## src/rtl/pwm_capture.sv

```systemverilog
// PWM input capture: synchronizes an asynchronous PWM line and measures its
// period and high time in clk cycles, with a sticky loss-of-signal flag.
`timescale 1ns/1ps
module pwm_capture #(
  parameter int NB          = 32,
  parameter int SYNC_STAGES = 2
) (
  input  logic          clk,
  input  logic          i_reset,
  input  logic          i_pwm,
  input  logic          i_enable,
  input  logic [NB-1:0] i_timeout,
  output logic [NB-1:0] o_period,
  output logic [NB-1:0] o_high,
  output logic          o_valid,
  output logic          o_timeout,
  output logic          o_level
);

  typedef enum logic [1:0] {IDLE, ARM, MEASURE} state_t;

  localparam logic [NB-1:0] ONES = '1;
  localparam logic [NB-1:0] ONE  = {{(NB-1){1'b0}}, 1'b1};

  state_t                 state, state_nxt;
  logic [SYNC_STAGES-1:0] sync;
  logic                   s, s_d, rise, fall, tmo_hit;
  logic [NB-1:0]          cnt_per, cnt_hi, hi_lat;

  // Counters stick at all-ones so long periods read as "at least max".
  function automatic logic [NB-1:0] sat_inc(input logic [NB-1:0] v);
    return (v == ONES) ? v : v + ONE;
  endfunction

  always_ff @(posedge clk or posedge i_reset) begin
    if (i_reset) begin
      sync <= '0;
      s_d  <= 1'b0;
    end else begin
      sync <= {sync[SYNC_STAGES-2:0], i_pwm};
      s_d  <= s;
    end
  end

  assign s       = sync[SYNC_STAGES-1];
  assign rise    = s & ~s_d;
  assign fall    = ~s & s_d;
  assign o_level = s;
  assign tmo_hit = (i_timeout != '0) && (cnt_per == i_timeout);

  always_ff @(posedge clk or posedge i_reset) begin
    if (i_reset) state <= IDLE;
    else         state <= state_nxt;
  end

  always_comb begin
    state_nxt = state;
    if (!i_enable) begin
      state_nxt = IDLE;
    end else begin
      case (state)
        IDLE:    state_nxt = ARM;
        ARM:     if (rise) state_nxt = MEASURE;
        MEASURE: if (!rise && tmo_hit) state_nxt = ARM;
        default: state_nxt = IDLE;
      endcase
    end
  end

  always_ff @(posedge clk or posedge i_reset) begin
    if (i_reset) begin
      cnt_per   <= '0;
      cnt_hi    <= '0;
      hi_lat    <= '0;
      o_period  <= '0;
      o_high    <= '0;
      o_valid   <= 1'b0;
      o_timeout <= 1'b0;
    end else begin
      o_valid <= 1'b0;
      if (!i_enable) begin
        cnt_per   <= '0;
        cnt_hi    <= '0;
        hi_lat    <= '0;
        o_timeout <= 1'b0;
      end else begin
        case (state)
          ARM: begin
            // The first rise only opens a measurement window; nothing is published.
            if (rise) begin
              cnt_per <= ONE;
              cnt_hi  <= ONE;
            end
          end
          MEASURE: begin
            if (rise) begin
              o_period  <= cnt_per;
              o_high    <= hi_lat;
              o_valid   <= 1'b1;
              o_timeout <= 1'b0;
              cnt_per   <= ONE;
              cnt_hi    <= ONE;
            end else if (tmo_hit) begin
              o_timeout <= 1'b1;
              o_period  <= '0;
              o_high    <= '0;
            end else begin
              cnt_per <= sat_inc(cnt_per);
              // After the fall s stays low until the next rise, so cnt_hi freezes.
              if (fall)   hi_lat <= cnt_hi;
              else if (s) cnt_hi <= sat_inc(cnt_hi);
            end
          end
          default: begin
            cnt_per   <= '0;
            cnt_hi    <= '0;
            hi_lat    <= '0;
            o_timeout <= 1'b0;
          end
        endcase
      end
    end
  end

endmodule

```

## config.mk

```make
export PLATFORM = sky130hd
export DESIGN_NAME = pwm_capture
export DESIGN_NICKNAME = d
export VERILOG_FILES = /design/src/rtl/pwm_capture.sv
export SDC_FILE = /design/constraint.sdc
export NUM_CORES = 1
export LEC_CHECK = 0
export ABC_AREA = 1
export BUFFER_PORTS_ARGS = -buffer_cell sky130_fd_sc_hd__buf_2
export CAP_MARGIN = 10
export CORE_AREA = 5 5 185 142
export DETAILED_ROUTE_END_ITERATION = 7
export DIE_AREA = 0 0 190 147
export SLEW_MARGIN = 10
export SYNTH_ARGS = -nofsm -noshare
export SYNTH_HDL_FRONTEND = slang
export SYNTH_SLANG_ARGS = --single-unit
export TNS_END_PERCENT = 5
```

## constraint.sdc

```tcl
create_clock -name clk -period 4.79 [get_ports clk]
set_input_delay 0 -clock clk [delete_from_list [all_inputs] [get_ports clk]]
set_output_delay 0 -clock clk [all_outputs]
set_load 0.01 [all_outputs]
```

# --- After elaboration in Yosys (flattened, before gate mapping) ---
# Index checks and enable logic that the tools add are counted.
totals:
  wordCells: 77
  output_inout_bits: 67
  ff_bits: 167
classes:
  n_addsub: 2
  reduce_logical: 12
  n_eq_ne: 17
  muxes: 32
  bitwise: 4
ops:
  columns: ["operator", "n"]
  rows:
  - ["$mux 32", 18]
  - ["$pmux 32 s2", 3]
  - ["$add 32x1->32 const B", 2]
  - ["$eq 32x32->1 const B", 2]
  - ["$eq 32x32->1", 1]
  - ["$reduce_bool 32->1", 1]
  - ["$ne 4x4->1 const B", 6]
  - ["$ne 3x3->1 const B", 5]
  - ["$mux 1", 6]
  - ["$mux 2", 3]
  - ["$pmux 2 s3", 1]
  - ["$reduce_and 3->1", 2]
  - ["$reduce_and 5->1", 1]
  - ["$reduce_and 2->1", 2]
  - ["$reduce_and 4->1", 1]
  - ["$and 1x1->1", 2]
  - ["$eq 2x1->1 const B", 1]
  - ["$eq 2x2->1 const B", 1]
  - ["$logic_and 1x1->1", 2]
  - ["$logic_not 2->1", 1]
  - ["$ne 2x2->1 const B", 1]
  - ["$not 1->1", 2]
  - ["$pmux 1 s2", 1]
  - ["$reduce_bool 2->1", 1]
  - ["$logic_not 1->1", 1]

# --- Logic depth before layout (Yosys ltp) ---
logic_depth:
  ltp_word: 8
  depth_mapped: 14
  depth_no_buf: 13

# --- Worst setup path after synthesis ---
# No wires, ideal clock.
synth_path:
  path_type: "register to register"
  start: "register cnt_hi[0]"
  end: "register cnt_hi[3]"
  stages_incl_launch_ff: 12
  setup_time_ns: 0.123
  t_arrival_ns: 1.770
  path_slack_ns: 2.897
  n_path_buf: 1
  synth_period_minus_slack_ns: 1.893
  t_required_ns: 4.667
  path_cell_list: "dfrtp_1 -> ha_1 -> inv_2 -> nor2_2 -> nand2_1 -> nor2_2 -> nand3_1 -> o21ai_1 -> nand2_1 -> nand3_4 -> buf_4 -> o21ai_1"
synth_via:
  elab_chain_len: 8
synth_rtl:
  columns: ["element", "line", "text"]
  rows:
  - ["start: declaration", "28", "logic [NB-1:0] cnt_per, cnt_hi, hi_lat;"]
  - ["start signal: assignment", "111", "else if (s) cnt_hi <= sat_inc(cnt_hi);"]
  - ["$add 32x1->32", "32", "return (v == ONES) ? v : v + ONE;"]
  - ["$mux 32", "32", null]
  - ["$mux 32", "111", null]
  - ["$mux 32", "110", "if (fall) hi_lat <= cnt_hi;"]
  - ["$mux 32", "103", "end else if (tmo_hit) begin"]
  - ["$mux 32", "96", "if (rise) begin"]
  - ["$pmux 32 s2", "87", "case (state)"]
  - ["$mux 32", "81", "if (!i_enable) begin"]
# Several ways; a longest one is shown, not always the timed one. The select of a mux whose other input is x is not followed.
# A chain may end at the register's enable or synchronous reset.

# --- Final worst setup path ---
layout_path:
  start: "register sync[1]"
  end: "register state[0]"
layout_via:
  elab_chain_len: 5
layout_rtl:
  columns: ["element", "line", "text"]
  rows:
  - ["start: declaration", "26", "logic [SYNC_STAGES-1:0] sync;"]
  - ["start signal: assignment", "40", "sync <= {sync[SYNC_STAGES-2:0], i_pwm};"]
  - ["$and 1x1->1 *", "46", "assign rise = s & ~s_d;"]
  - ["$logic_not 1->1", "64", "MEASURE: if (!rise && tmo_hit) state_nxt = ARM;"]
  - ["$logic_and 1x1->1", "64", null]
  - ["$ne 3x3->1 (no source line)", null, null]
  - ["$reduce_and 2->1 (no source line) *", null, null]
  - ["end signal: assignment", "53", "else state <= state_nxt;"]
  - ["end: declaration", "25", "state_t state, state_nxt;"]
# Mark *: on every way between the ends. The rest lies on a longest branch, timed or not.

==> metrics.txt <==
RSZ-0062 raised after global routing=no; Final Cell Area=0.01087 sq mm; cell with the largest stage delay on the worst path=inv_1; Flop pwr share=0.465; # setup viols final=0; worst skew pair latency=0.44 ns; final max-slew violation count=0; Area growth syn-to-layout=13.82%; Rows=50; Final ANT Viol Nets=0; TritonCTS Buffers=17; met3 Use GR=0.04632; die width=190 um; Starting DRT DRC Count=944; average routed wire per standard cell=16.74 um; Root Driver=clkbuf_16; Setup crit end kind=flop; #FFs+latches synth=167; switch share=0.2947; Comb pwr share=0.087; PwrDens=282.3 mW/mm^2; reg-to-reg slack, setup=1.65 ns; final net count=1502; vias per cell=5.103; syn_nets=1428; delay-heaviest family, CP=buffers and inverters; most frequent cells in the layout=nand2_1, dfrtp_1, nor2_1; worst endpoint required time=5.11 ns; Fin Setup TNS=0 ns; yosys warns=0; max_cap viols=0; outcome=finished, final reports clean; initial antenna violation count=0; WP buf/inv=4; CP Class=reg -> reg; Fin. Hold Viols=0; Non-Filler Instances=1811; fmax=318.9 MHz; Longest Clk Path Bufs=2; hpwl dp=22600 um; Placed Area=0.01027 sq mm; Critical Path Stages=9; DRC errors left=0; I/O pin count=103; crit path time final=3.136 ns; final clock skew=0.01210 ns; top cells by area, synth=dfrtp_1, nand2_1, nor2_1; Yosys top cell area share=0.4374; commonest non-fill, non-tap cell in the layout=nand2_1; CP max stage delay=0.89 ns; Int Pwr=2.165 mW; final wirelength=30310 um; r2r worst-path depth=9; Max-Slew Margin vs Limit=0.2250; CTS tree=built; total congestion overflow=0; Synth cell types=31; Lkg Pwr=5.119 nW; vias in the first global route=8448; clock share of power=0.448; cells along the critical path=inv_1, or2_1, buf_4, nor2_2, buf_4, inv_1, nand3_1, nand2_1, nand2_1; Routability Congestion=0.9371; GR Util met2=0.2810; placed instance count=1777; switching pwr=904.4 uW; fillers=2573; Synth area leader=dfrtp_1; share of cells above drive strength 1=0.1249; Tcrit/Tclk final=0.6547; peak supply drop=0.2511 mV; worst-path maximum fanout=38; # resized after CTS=0; IO Port Bufs=102; gr usage total=0.2194; crit path DAT=3.46 ns; Top Usage Layer GRT=met1; first-pass GRT wire length=48620 um; n_diodes=0; syn_area_per_cell=6.893 sq um; core box area=0.02446 sq mm; largest net degree at the start of global routing=76; router iterations before antenna repair=5; synthesized instance count=1386; Hold Path Class=in -> async; DR vias=9242; Mapped Area=0.009554 sq mm; met1 usage=0.3694; Initial Util=0.3906; Hold WS=0.2023 ns; Startpoint Class=flop; DIE HEIGHT=147 um; clock sinks=167; sequential fraction of the synthesis area=0.4374; Least-Margin Pin Slew=1.161 ns; power after layout=3.069 mW; die area=0.02793 sq mm; H-tree depth=4; Clk pin slew, worst setup/hold paths=0.07 ns
## kinds of logic after synthesis
| group | after synthesis | share of synthesized area |
|---|---|---|
| adder cells (fa/ha/maj) | 6 | 0.007857 |
| XOR/XNOR | 20 | 0.01833 |
| flip-flops | 167 | 0.4374 |
| buffers and inverters | 163 | 0.07347 |
| AND/OR/NAND/NOR | 912 | 0.4006 |
| AO/OA/AOI/OAI | 118 | 0.06234 |
## flip-flops by register name, indices dropped and copies added, names as in the netlist
name       cells
cnt_per       32
o_period      32
o_valid        1
cnt_hi        32
hi_lat        32
sync           2
s_d            1
o_high        32
o_timeout      1
state          2
## through the flow
step,utilization,setup WS (ns)
after floorplan,-,0.2716
after global placement,0.4198,1.739
after detailed placement,0.4198,1.709
after CTS,0.4446,1.693
after global routing,0.4446,1.428
final,0.4446,1.654
## power by group through the flow
| stage | clock network (mW) | logic [mW] | registers, mW |
|---|---|---|---|
| 6_report | 1.38 | 0.266 | 1.43 |
| 5_1_grt | 1.46 | 0.300 | 1.43 |
| 4_1_cts | 1.40 | 0.268 | 1.43 |
| 3_5_place_dp | 0 | 0.266 | 1.45 |
| 3_3_place_gp | 0 | 0.263 | 1.45 |
| 2_1_floorplan | 0 | 0.199 | 1.45 |
## layer usage
layer / share of wire / vias to the layer above
met4: 0.0092 / 0
met2: 0.38 / 349
met1: 0.52 / 4282
met5: 0 / -
met3: 0.093 / 21
li1: - / 4590
## cell usage after synthesis
cell type  number
or2_2          10
nand2_1       534
nand4_1        51
buf_4           6
nor4_1          3
xnor2_1        14
nor3b_1         1
nand2_2         2
buf_6           6
xor2_1          6
o21ai_1        89
nand3_1       114
clkbuf_2        1
buf_1           5
o31ai_1         1
inv_2          13
nand3_4         1
buf_2          17
inv_1          89
nor2_2          7
nor2_1        163
a21oi_1        13
nor3_1         16
o21ai_0        14
nand3_2         2
or2_0           1
o211ai_1        1
ha_1            6
dfrtp_1       167
clkbuf_1       26
nand3b_1        7
## tightest hold or removal path, delay by kind of cell
family | cells | cell delay [ns]
buffers and inverters | 3 | 1.12
## final timing paths
check	startpoint	end
min reg2reg	sync[0]$_DFF_PP0_	sync[1]$_DFF_PP0_
min	i_reset	o_high[12]$_DFFE_PP0P_
max	sync[1]$_DFF_PP0_	state[0]$_DFFE_PP0P_
max in group asynchronous	i_reset	cnt_per[11]$_DFFE_PP0P_
max reg2reg	sync[1]$_DFF_PP0_	state[0]$_DFFE_PP0P_
min in group clk	i_pwm	sync[0]$_DFF_PP0_
## layout make-up
class | count | area [sq um] | share of cell area
multi-input combinational | 1056 | 4679 | 0.4303
sequential | 167 | 4179 | 0.3843
timing repair buffer | 116 | 620.6 | 0.05707
clock buffer | 17 | 425.4 | 0.03912
tap | 338 | 422.9 | 0.03889
inverter | 102 | 387.9 | 0.03567
clock inverter | 15 | 158.9 | 0.01461
## what timing repair did
item                      in CTS  in global routing
hold buffers                   2                  0
setup buffers                  0                  0
hold endpoints to repair      74                  0
(Power assumes the default switching activity.)
